**src/rtl/fwd_scoreboard_pkg.sv**
```systemverilog
// Shared types and constants for the forwarding scoreboard.
package fwd_scoreboard_pkg;

    localparam int unsigned REG_ADDR_W  = 5;
    localparam int unsigned STAGE_IDX_W = 4;
    localparam int unsigned SEL_RF      = 0;

    localparam logic [REG_ADDR_W-1:0] X0 = '0;

    // One tracked pipeline stage: does it write a register, which one, and from
    // which stage (1-based) its result can be forwarded.
    typedef struct packed {
        logic                   valid;
        logic [REG_ADDR_W-1:0]  rd;
        logic [STAGE_IDX_W-1:0] rdy_stage;
    } stage_entry_t;

endpackage

```
**src/rtl/fwd_scoreboard_if.sv**
```systemverilog
// ID-side bundle between the decode stage and the forwarding scoreboard.
interface fwd_scoreboard_if
    import fwd_scoreboard_pkg::*;
#(
    parameter int unsigned NUM_RD_PORTS   = 2,
    parameter int unsigned NUM_FWD_STAGES = 2,
    parameter int unsigned MAX_PENDING    = 4
) ();

    localparam int unsigned SEL_W = $clog2(NUM_FWD_STAGES + 1);
    localparam int unsigned CNT_W = $clog2(MAX_PENDING + 1);

    logic                               id_valid;
    logic [NUM_RD_PORTS*REG_ADDR_W-1:0] id_rs_addr;
    logic [NUM_RD_PORTS-1:0]            id_rs_used;
    logic [REG_ADDR_W-1:0]              id_rd_addr;
    logic                               id_rd_wen;
    logic                               id_is_load;
    logic                               id_is_long;
    logic                               flush;
    logic                               lu_done_valid;
    logic [REG_ADDR_W-1:0]              lu_done_rd;
    logic [NUM_RD_PORTS*SEL_W-1:0]      fwd_sel;
    logic                               stall;
    logic [CNT_W-1:0]                   pending_cnt;

    modport master (
        output id_valid, id_rs_addr, id_rs_used, id_rd_addr, id_rd_wen,
               id_is_load, id_is_long, flush, lu_done_valid, lu_done_rd,
        input  fwd_sel, stall, pending_cnt
    );

    modport slave (
        input  id_valid, id_rs_addr, id_rs_used, id_rd_addr, id_rd_wen,
               id_is_load, id_is_long, flush, lu_done_valid, lu_done_rd,
        output fwd_sel, stall, pending_cnt
    );

endinterface

```
**src/rtl/fwd_stage_match.sv**
```systemverilog
// Finds the youngest tracked stage writing a given source register.
module fwd_stage_match
    import fwd_scoreboard_pkg::*;
#(
    parameter int unsigned NUM_FWD_STAGES = 2
) (
    input  logic [REG_ADDR_W-1:0]           i_rs,
    input  stage_entry_t [NUM_FWD_STAGES-1:0] i_stages,
    output logic                            o_hit,
    output logic [STAGE_IDX_W-1:0]          o_stage,
    output logic                            o_not_ready
);

    // Scan oldest to youngest so the youngest match overwrites older ones.
    always_comb begin
        o_hit       = 1'b0;
        o_stage     = '0;
        o_not_ready = 1'b0;
        for (int k = NUM_FWD_STAGES - 1; k >= 0; k--) begin
            if (i_stages[k].valid && (i_stages[k].rd == i_rs)) begin
                o_hit       = 1'b1;
                o_stage     = STAGE_IDX_W'(k + 1);
                o_not_ready = (STAGE_IDX_W'(k + 1) < i_stages[k].rdy_stage);
            end
        end
    end

endmodule

```
**src/rtl/fwd_scoreboard.sv**
```systemverilog
// Forwarding-select and ID-stall generation with a scoreboard for
// variable-latency producers.
module fwd_scoreboard
    import fwd_scoreboard_pkg::*;
#(
    parameter int unsigned NUM_RD_PORTS     = 2,
    parameter int unsigned NUM_FWD_STAGES   = 2,
    parameter int unsigned LOAD_READY_STAGE = 2,
    parameter int unsigned MAX_PENDING      = 4
) (
    input logic             clk,
    input logic             rst_n,
    fwd_scoreboard_if.slave io_bus
);

    localparam int unsigned SEL_W = $clog2(NUM_FWD_STAGES + 1);
    localparam int unsigned CNT_W = $clog2(MAX_PENDING + 1);
    localparam stage_entry_t BUBBLE = '0;

    stage_entry_t [NUM_FWD_STAGES-1:0] r_stages;
    logic [31:0]                       r_pending;
    logic [CNT_W-1:0]                  r_pending_cnt;

    logic [NUM_RD_PORTS-1:0]       w_hit;
    logic [NUM_RD_PORTS-1:0]       w_not_ready;
    logic [NUM_RD_PORTS-1:0]       w_port_stall;
    logic [STAGE_IDX_W-1:0]        w_match_stage [NUM_RD_PORTS];
    logic [NUM_RD_PORTS*SEL_W-1:0] w_fwd_sel;

    logic         w_waw;
    logic         w_cap;
    logic         w_stall;
    logic         w_advance;
    logic         w_set;
    logic         w_clr_hit;
    logic         w_dec;
    stage_entry_t w_new_entry;
    logic [31:0]  w_pending_d;

    for (genvar p = 0; p < NUM_RD_PORTS; p++) begin : g_port
        logic [REG_ADDR_W-1:0] w_rs;
        logic                  w_active;

        assign w_rs     = io_bus.id_rs_addr[REG_ADDR_W*p +: REG_ADDR_W];
        assign w_active = io_bus.id_valid & io_bus.id_rs_used[p] & (w_rs != X0);

        fwd_stage_match #(
            .NUM_FWD_STAGES (NUM_FWD_STAGES)
        ) u_match (
            .i_rs        (w_rs),
            .i_stages    (r_stages),
            .o_hit       (w_hit[p]),
            .o_stage     (w_match_stage[p]),
            .o_not_ready (w_not_ready[p])
        );

        // A matching stage decides on its own; the scoreboard only matters
        // when nothing in the shadow pipeline writes this register.
        assign w_port_stall[p] = w_active & (w_hit[p] ? w_not_ready[p] : r_pending[w_rs]);
        assign w_fwd_sel[SEL_W*p +: SEL_W] = (w_active & w_hit[p] & ~w_not_ready[p]) ?
                                             SEL_W'(w_match_stage[p]) : SEL_W'(SEL_RF);
    end

    assign w_waw   = io_bus.id_valid & io_bus.id_rd_wen & r_pending[io_bus.id_rd_addr];
    assign w_cap   = io_bus.id_valid & io_bus.id_is_long &
                     (r_pending_cnt == CNT_W'(MAX_PENDING));
    assign w_stall = ~io_bus.flush & ((|w_port_stall) | w_waw | w_cap);

    assign w_advance = io_bus.id_valid & ~w_stall & ~io_bus.flush;

    // Long ops never forward from the shadow pipeline; the scoreboard owns them.
    assign w_new_entry.valid     = io_bus.id_rd_wen & (io_bus.id_rd_addr != X0) &
                                   ~io_bus.id_is_long;
    assign w_new_entry.rd        = io_bus.id_rd_addr;
    assign w_new_entry.rdy_stage = io_bus.id_is_load ? STAGE_IDX_W'(LOAD_READY_STAGE) :
                                                       STAGE_IDX_W'(1);

    assign w_set = w_advance & io_bus.id_is_long & io_bus.id_rd_wen &
                   (io_bus.id_rd_addr != X0);
    // A done for the register being set this cycle still consumes one count,
    // so the +1/-1 cancel even though set wins on the bit.
    assign w_clr_hit = io_bus.lu_done_valid &
                       (r_pending[io_bus.lu_done_rd] |
                        (w_set & (io_bus.lu_done_rd == io_bus.id_rd_addr)));
    assign w_dec     = w_clr_hit & ((r_pending_cnt != '0) | w_set);

    // Next pending bits: clear first so a same-register set wins.
    always_comb begin
        w_pending_d = r_pending;
        if (io_bus.lu_done_valid) begin
            w_pending_d[io_bus.lu_done_rd] = 1'b0;
        end
        if (w_set) begin
            w_pending_d[io_bus.id_rd_addr] = 1'b1;
        end
    end

    // Shadow pipeline: stage1 loads or bubbles, older stages shift unconditionally.
    always_ff @(posedge clk or negedge rst_n) begin
        if (!rst_n) begin
            r_stages <= '0;
        end else begin
            r_stages[0] <= w_advance ? w_new_entry : BUBBLE;
            for (int k = 1; k < NUM_FWD_STAGES; k++) begin
                r_stages[k] <= ((k == 1) && io_bus.flush) ? BUBBLE : r_stages[k-1];
            end
        end
    end

    // Scoreboard bits and outstanding-op counter.
    always_ff @(posedge clk or negedge rst_n) begin
        if (!rst_n) begin
            r_pending     <= '0;
            r_pending_cnt <= '0;
        end else begin
            r_pending     <= w_pending_d;
            r_pending_cnt <= r_pending_cnt + CNT_W'(w_set) - CNT_W'(w_dec);
        end
    end

    assign io_bus.fwd_sel     = w_fwd_sel;
    assign io_bus.stall       = w_stall;
    assign io_bus.pending_cnt = r_pending_cnt;

endmodule

```
**src/flat_wrapper.sv**
```systemverilog
// flat-port wrapper written by rule: the top's interface ports become plain ports
module fwd_scoreboard_flat import fwd_scoreboard_pkg::*;
#(
    parameter int unsigned NUM_RD_PORTS     = 2,
    parameter int unsigned NUM_FWD_STAGES   = 2,
    parameter int unsigned LOAD_READY_STAGE = 2,
    parameter int unsigned MAX_PENDING      = 4
)
  (clk, rst_n, io_bus_id_valid, io_bus_id_rs_addr, io_bus_id_rs_used, io_bus_id_rd_addr, io_bus_id_rd_wen, io_bus_id_is_load, io_bus_id_is_long, io_bus_flush, io_bus_lu_done_valid, io_bus_lu_done_rd, io_bus_fwd_sel, io_bus_stall, io_bus_pending_cnt);
  fwd_scoreboard_if #(.NUM_RD_PORTS(NUM_RD_PORTS), .NUM_FWD_STAGES(NUM_FWD_STAGES), .MAX_PENDING(MAX_PENDING)) io_bus_i ();
  input logic clk;
  input logic rst_n;
  input wire logic [$bits(io_bus_i.id_valid)-1:0] io_bus_id_valid;
  input wire logic [$bits(io_bus_i.id_rs_addr)-1:0] io_bus_id_rs_addr;
  input wire logic [$bits(io_bus_i.id_rs_used)-1:0] io_bus_id_rs_used;
  input wire logic [$bits(io_bus_i.id_rd_addr)-1:0] io_bus_id_rd_addr;
  input wire logic [$bits(io_bus_i.id_rd_wen)-1:0] io_bus_id_rd_wen;
  input wire logic [$bits(io_bus_i.id_is_load)-1:0] io_bus_id_is_load;
  input wire logic [$bits(io_bus_i.id_is_long)-1:0] io_bus_id_is_long;
  input wire logic [$bits(io_bus_i.flush)-1:0] io_bus_flush;
  input wire logic [$bits(io_bus_i.lu_done_valid)-1:0] io_bus_lu_done_valid;
  input wire logic [$bits(io_bus_i.lu_done_rd)-1:0] io_bus_lu_done_rd;
  output wire logic [$bits(io_bus_i.fwd_sel)-1:0] io_bus_fwd_sel;
  output wire logic [$bits(io_bus_i.stall)-1:0] io_bus_stall;
  output wire logic [$bits(io_bus_i.pending_cnt)-1:0] io_bus_pending_cnt;
  assign io_bus_i.id_valid = io_bus_id_valid;
  assign io_bus_i.id_rs_addr = io_bus_id_rs_addr;
  assign io_bus_i.id_rs_used = io_bus_id_rs_used;
  assign io_bus_i.id_rd_addr = io_bus_id_rd_addr;
  assign io_bus_i.id_rd_wen = io_bus_id_rd_wen;
  assign io_bus_i.id_is_load = io_bus_id_is_load;
  assign io_bus_i.id_is_long = io_bus_id_is_long;
  assign io_bus_i.flush = io_bus_flush;
  assign io_bus_i.lu_done_valid = io_bus_lu_done_valid;
  assign io_bus_i.lu_done_rd = io_bus_lu_done_rd;
  assign io_bus_fwd_sel = io_bus_i.fwd_sel;
  assign io_bus_stall = io_bus_i.stall;
  assign io_bus_pending_cnt = io_bus_i.pending_cnt;
  fwd_scoreboard #(.NUM_RD_PORTS(NUM_RD_PORTS), .NUM_FWD_STAGES(NUM_FWD_STAGES), .LOAD_READY_STAGE(LOAD_READY_STAGE), .MAX_PENDING(MAX_PENDING)) u_core (.clk(clk), .rst_n(rst_n), .io_bus(io_bus_i));
endmodule
```
**config.mk**
```make
export PLATFORM = sky130hd
export DESIGN_NAME = fwd_scoreboard_flat
export DESIGN_NICKNAME = d
export VERILOG_FILES = /design/src/rtl/fwd_scoreboard_pkg.sv /design/src/rtl/fwd_scoreboard_if.sv /design/src/rtl/fwd_stage_match.sv /design/src/rtl/fwd_scoreboard.sv /design/src/flat_wrapper.sv
export SDC_FILE = /design/constraint.sdc
export NUM_CORES = 1
export LEC_CHECK = 0
export ABC_AREA = 1
export CORE_AREA = 2 2 104 81
export CTS_BUF_LIST = sky130_fd_sc_hd__clkbuf_4
export DETAILED_ROUTE_END_ITERATION = 16
export DIE_AREA = 0 0 106 83
export PLACE_DENSITY_LB_ADDON = 0.25
export SLEW_MARGIN = 5
export SYNTH_ARGS = -nofsm -noshare
export SYNTH_HDL_FRONTEND = slang
export SYNTH_SLANG_ARGS = --single-unit
```
**constraint.sdc**
```tcl
create_clock -name clk -period 8.7 [get_ports clk]
set_input_delay 2.61 -clock clk [delete_from_list [all_inputs] [get_ports clk]]
set_output_delay 2.61 -clock clk [all_outputs]
set_load 0.005 [all_outputs]
```
After elaboration in Yosys (flattened, before gate mapping)
Index checks and enable logic that the tools add are counted.

Flip-flop bits (word level): 55. Bits of input ports: 30. Word-level logic and storage cells: 105.

Add/sub/neg operators: 2. Magnitude comparators: 8. Equality and inequality tests: 6. Multiplexer cells: 33. Bitwise operators: 37. Reduce and logical (&&, ||, !) cells: 11.

Operators by type and width (count): $mux W32 (2); $and A32 B32 Y32 (1); $not A32 Y32 (1); $or A32 B32 Y32 (1); $and A1 B1 Y1 (25); $eq A5 B5 Y1 (5); $lt A5 B6 Y1 const B (4); $bmux W1 S5 (4); $mux W10 (2); $mux W1 (16); $reduce_bool A5 Y1 (3); $mux W2 (7); $demux W1 S5 (2); $ge A5 B1 Y1 const B (2); $logic_and A1 B1 Y1 (6); $not A1 Y1 (5); $lt A1 B4 Y1 const A (1); $lt A2 B4 Y1 const A (1); $or A1 B1 Y1 (4); $add A3 B1 Y3 (1); $eq A3 B3 Y1 const B (1); $reduce_bool A3 Y1 (1); $sub A3 B1 Y3 (1); $reduce_or A2 Y1 (1).

Longest topological paths before layout
Depth in word-level cells: 21. Mapped depth: 25. Depth with buffers taken out: 22.

Cells and area by module
From an unflattened synthesis, not the netlist that was laid out.

Cells, all modules: 707. Area total of the unflattened synthesis: 4199.0 um^2.

Modules (own cells, without submodules): fwd_scoreboard (instances 1, cells each 577, area each 3593.4 um^2); fwd_stage_match (instances 2, cells each 65, area each 302.8 um^2).

Worst setup path after synthesis
No wires, ideal clock.

Path type: in2out. Start point: in io_bus_id_rs_addr[2]. End point: out io_bus_stall. Arrival: 3.733 ns. Required time: 6.090 ns. Path slack: 2.357 ns. Cell stages on the path: 12. Path through: buf_2 -> inv_1 -> nor2_1 -> nor3_1 -> nand3_1 -> nand3_1 -> nand2_1 -> nor2_1 -> nand2_1 -> nand3_2 -> nand2_1 -> inv_1.

Word-level cells in the longest chain between the ends: 10.

RTL lines: start, declared (line flat_wrapper.sv:14) `input wire logic [$bits(io_bus_i.id_rs_addr)-1:0] io_bus_id_rs_addr;`; branches (longest 5 deep; another with $bmux W1 S5); $and A1 B1 Y1 (*) (line fwd_scoreboard.sv:59) `assign w_port_stall[p] = w_active & (w_hit[p] ? w_not_ready[p] : r_pending[w_rs]);`; $reduce_or A2 Y1 (*) (line fwd_scoreboard.sv:67) `assign w_stall = ~io_bus.flush & ((|w_port_stall) | w_waw | w_cap);`; $or A1 B1 Y1 (*) (2 in a row) (line fwd_scoreboard.sv:67); $and A1 B1 Y1 (*) (line fwd_scoreboard.sv:67); end, declared (line flat_wrapper.sv:24) `output wire logic [$bits(io_bus_i.stall)-1:0] io_bus_stall;`.

Mark *: on every way between the ends. The select of a mux whose other input is x is not followed.

Worst setup path in the final report
Start point: in io_bus_id_rd_addr[3]. End point: out io_bus_stall.

Word-level cells in the longest chain between the ends: 6.

RTL lines: start, declared (line flat_wrapper.sv:16) `input wire logic [$bits(io_bus_i.id_rd_addr)-1:0] io_bus_id_rd_addr;`; $bmux W1 S5 (line fwd_scoreboard.sv:64) `assign w_waw = io_bus.id_valid & io_bus.id_rd_wen & r_pending[io_bus.id_rd_addr];`; $mux W1 (not written as such) (line fwd_scoreboard.sv:64); $and A1 B1 Y1 (line fwd_scoreboard.sv:64); $or A1 B1 Y1 (2 in a row) (line fwd_scoreboard.sv:67); $and A1 B1 Y1 (line fwd_scoreboard.sv:67).

Every way passes these cells. The select of a mux whose other input is x is not followed.

==> impl_metrics.env <==
export IMPL_detail_route_drc_violations=0
export IMPL_cpMostUsedCell="sky130_fd_sc_hd__nand2_1"
export IMPL_antenna_found_initial=0
export IMPL_dieHeight_um=83
export IMPL_timing_hold_worst_path_depth=2
export IMPL_timing_hold_worst_start="u_core.r_stages[0]"
export IMPL_max_slew_margin_rel_pct=38.7
export IMPL_synth_area_leader_cell="sky130_fd_sc_hd__dfrtp_1"
export IMPL_synth_cell_types=36
export IMPL_crit_fanout=6
export IMPL_drt_first_iter_violations=604
export IMPL_h_tree_depth=2
export IMPL_clk_insertion_delay_late_ps=390
export IMPL_timing_worst_setup_path_type="input port to output port"
export IMPL_yosys_warnings=0
export IMPL_cts_num_sinks=51
export IMPL_syn_area_um2=4080
export IMPL_fin_worst_skew_ps=15.3
export IMPL_netlist_area_leader_share_pct=31.3
export IMPL_final_core_util_pct=58.4
export IMPL_mapped_avg_cell_area_um2=6.53
export IMPL_wl_per_cell_um=18.8
export IMPL_antenna_cells=0
export IMPL_final_report_max_slew_violation_count=0
export IMPL_clock_period_minus_worst_slack_ps=7760
export IMPL_ctsHoldBuffers=0
export IMPL_synth_seq_cells=51
export IMPL_ant_nets=0
export IMPL_final_net_count=687
export IMPL_cts_root_buf="sky130_fd_sc_hd__clkbuf_4"
export IMPL_ratio_of_total_power_to_cell_area_nw_per_um2=132
export IMPL_numCtsBuffers=5
export IMPL_detail_route_wirelength_um=14300
export IMPL_cts_repair_resized=0
export IMPL_synth_main_ff_cell="sky130_fd_sc_hd__dfrtp_1"
export IMPL_routabilityCongestion=1.04
export IMPL_unrepaired_setup_endpoints_after_global_routing="no"
export IMPL_grt_util_all_layers_pct=34.0
export IMPL_critical_path_cell_chain="clkdlybuf4s50_1, inv_1, nor3_1, nand2_1, nand2_1, nor2_1, nand2_1, nand2_1, nand2_1, nand2_1, nand3_2, nand2_1, inv_1, clkdlybuf4s50_1"
export IMPL_setup_worst_path_start_class="input port"
export IMPL_gate_count_post_synth=625
export IMPL_rows=28
export IMPL_synth_top_cells_by_area="sky130_fd_sc_hd__dfrtp_1 (31%), sky130_fd_sc_hd__nand2_1 (20%), sky130_fd_sc_hd__nand3_1 (8.8%)"
export IMPL_fin_setup_tns_ps=0
export IMPL_hold_path_endpoint="u_core.r_stages[10]"
export IMPL_crit_path_max_incr_delay_ps=620
export IMPL_run_status="finished, final reports clean"
export IMPL_p_leak_uw=0.00203
export IMPL_final_layout_size_suffix_gt1_share_pct=9.16
export IMPL_maximum_capacitance_violations=0
export IMPL_post_cts_setup_bufs=0
export IMPL_viasPerCell=5.93
export IMPL_max_clock_path_buffers=2
export IMPL_synthArstFlopShare_pct=100
export IMPL_grt_first_pass_wirelength_um=23300
export IMPL_num_io_pins=38
export IMPL_regArea_um2=1280
export IMPL_die_width_um=106
export IMPL_finalHoldViolations=0
export IMPL_hpwl_um=10800
export IMPL_worst_r2r_path_depth=17
export IMPL_vias=4506
export IMPL_reg2reg_from="u_core.r_stages[4]"
export IMPL_post_route_period_util_pct=89.2
export IMPL_maximum_number_of_pins_on_one_net_before_global_route_repair=52
export IMPL_critical_path_arrival_ps=5150
export IMPL_maxClockFrequency_mhz=129
export IMPL_fillers=758
export IMPL_clock_edge_transition_at_the_registers_on_the_reported_setup_and_hold_paths_ps=160
export IMPL_proportion_of_synthesized_chip_area_in_sequential_cells_pct=31.3
export IMPL_worst_slew_pin_transition_ps=916
export IMPL_cpMaxStageDelayCell="sky130_fd_sc_hd__nor3_1"
export IMPL_worst_ir_drop_vdd_mv=0.112
export IMPL_multi_input_comb_area_um2=2390
export IMPL_cp_bufs_invs=4
export IMPL_hold_path_class="flop to flop"
export IMPL_synth_nets=658
export IMPL_floorplan_initialDensity_pct=52.7
export IMPL_worst_r2r_setup_slack_ps=5330
export IMPL_port_buffer_count=37
export IMPL_fp_coreArea_um2=7740
export IMPL_timing_hold_ws_ps=482
export IMPL_via_count_of_the_first_global_routing_pass=4300
export IMPL_rr_endpoint="u_core.io_bus.pending_cnt[1]"
export IMPL_critPathTopFamily="simple AND/OR/NAND/NOR gates"
export IMPL_grt_overflow=0
export IMPL_detailedRoute_firstPassIterationCount=5
export IMPL_layout_area_overhead_vs_synth_pct=10.8
export IMPL_synth_enable_flop_cells=0
export IMPL_setup_violations=0
export IMPL_cts_tree="done"
export IMPL_endpoint_kind="output port"
export IMPL_worst_ep_required_time_ps=6090
export IMPL_design_die_area_um2=8800
layout by cell type (no fill, tap or decap), types with 5 or more instances in the layout:
cell type and count:
sky130_fd_sc_hd__a21oi_1 7, sky130_fd_sc_hd__buf_4 9, sky130_fd_sc_hd__clkbuf_4 5, sky130_fd_sc_hd__clkdlybuf4s50_1 36
sky130_fd_sc_hd__dfrtp_1 51, sky130_fd_sc_hd__inv_1 53, sky130_fd_sc_hd__inv_2 5, sky130_fd_sc_hd__nand2_1 217
sky130_fd_sc_hd__nand3_1 72, sky130_fd_sc_hd__nand4_1 6, sky130_fd_sc_hd__nor2_1 45, sky130_fd_sc_hd__nor3_1 28
sky130_fd_sc_hd__o21ai_0 45, sky130_fd_sc_hd__o21ai_2 28, sky130_fd_sc_hd__o221ai_1 5, sky130_fd_sc_hd__o22ai_1 6
sky130_fd_sc_hd__xnor2_1 7
worst reg2reg max path: stages, from the launching register on:
cell and delay (ps):
sky130_fd_sc_hd__dfrtp_1 440, sky130_fd_sc_hd__inv_1 70, sky130_fd_sc_hd__o21ai_0 250, sky130_fd_sc_hd__nor2_1 110, sky130_fd_sc_hd__nand3_1 190, sky130_fd_sc_hd__o21ai_0 130
sky130_fd_sc_hd__nand3b_1 250, sky130_fd_sc_hd__nand2_1 110, sky130_fd_sc_hd__nand3_2 100, sky130_fd_sc_hd__nor2_4 130, sky130_fd_sc_hd__nand2_4 320, sky130_fd_sc_hd__a21oi_4 220
sky130_fd_sc_hd__ha_1 230, sky130_fd_sc_hd__inv_1 50, sky130_fd_sc_hd__ha_1 120, sky130_fd_sc_hd__inv_1 40, sky130_fd_sc_hd__fa_1 470, sky130_fd_sc_hd__inv_1 40
per-stage QoR:
| step | setup slack, ps | instances | total power, uW | area, um^2 |
|---|---|---|---|---|
| 2_1_floorplan | 2360 | 625 | 398 | 4080 |
| 3_3_place_gp | 984 | 752 | 472 | 4460 |
| 3_5_place_dp | 1020 | 752 | 475 | 4460 |
| 4_1_cts | 1000 | 760 | 596 | 4520 |
| 5_1_grt | 698 | 760 | 632 | 4520 |
| 6_report | 941 | 760 | 595 | 4520 |
how the worst max path moves through the flow:
| stage | depth (start not counted) | end | start | slack (ps) |
|---|---|---|---|---|
| after global routing | 14 | io_bus_stall | io_bus_id_rd_addr[3] | 700 |
| after detailed placement | 14 | io_bus_stall | io_bus_id_rd_addr[3] | 1020 |
| after global placement | 14 | io_bus_stall | io_bus_id_rd_addr[2] | 980 |
| after floorplan | 12 | io_bus_stall | io_bus_id_rs_addr[2] | 2360 |
| final | 14 | io_bus_stall | io_bus_id_rd_addr[3] | 940 |
| after CTS | 14 | io_bus_stall | io_bus_id_rd_addr[3] | 1000 |
Yosys cell counts (all sizes together) (2+ instances only):
cell type,instances
nand2,221
o21ai,75
nand3,73
inv,59
dfrtp,51
nor2,46
nor3,28
buf,19
a21oi,8
xnor2,7
nand4,6
o22ai,6
clkbuf,5
o221ai,5
o31ai,4
nand3b,3
ha,2
xor2,2
per-layer routing:
metal  share of wire [%]  vias to the layer above  global-route usage, %
li1                    -                     2109                      -
met1                  44                     2099                   50.7
met2                  43                      278                   49.8
met3                  12                       20                   9.26
met4                0.96                        0                   5.62
met5                   0                        -                      0
power by group:
part / internal [uW] / switching, uW
Combinational: 75.4 / 108
Clock: 34.1 / 86.3
Sequential: 258 / 33.1
final cells by class:
cell class | instances | share of cell area [%]
well taps | 105 | 2.91
repair buffers | 46 | 9.57
clock inverters | 3 | 0.609
flip-flops and latches | 51 | 28.2
clock buffers | 5 | 0.830
multi-input cells | 491 | 52.9
inverters | 59 | 4.95
flip-flops by register name (all words and copies together), names as in the netlist:
name                       count
u_core.io_bus.pending_cnt      3
u_core.r_stages               16
u_core.r_pending              32
cells by family (layout without fill, tap and decap cells):
| kind of cell | Yosys count | in the layout | synth area share, % |
|---|---|---|---|
| DFF | 51 | 51 | 31.3 |
| AOI/OAI and AO/OA | 101 | 101 | 16.3 |
| buffers and inverters | 83 | 113 | 10.1 |
| xor gates and xnor gates | 9 | 9 | 1.93 |
| and+or+nand+nor | 378 | 378 | 39.2 |
| adders and majority gates | 3 | 3 | 1.10 |
Power figures use the tool's default switching activity.
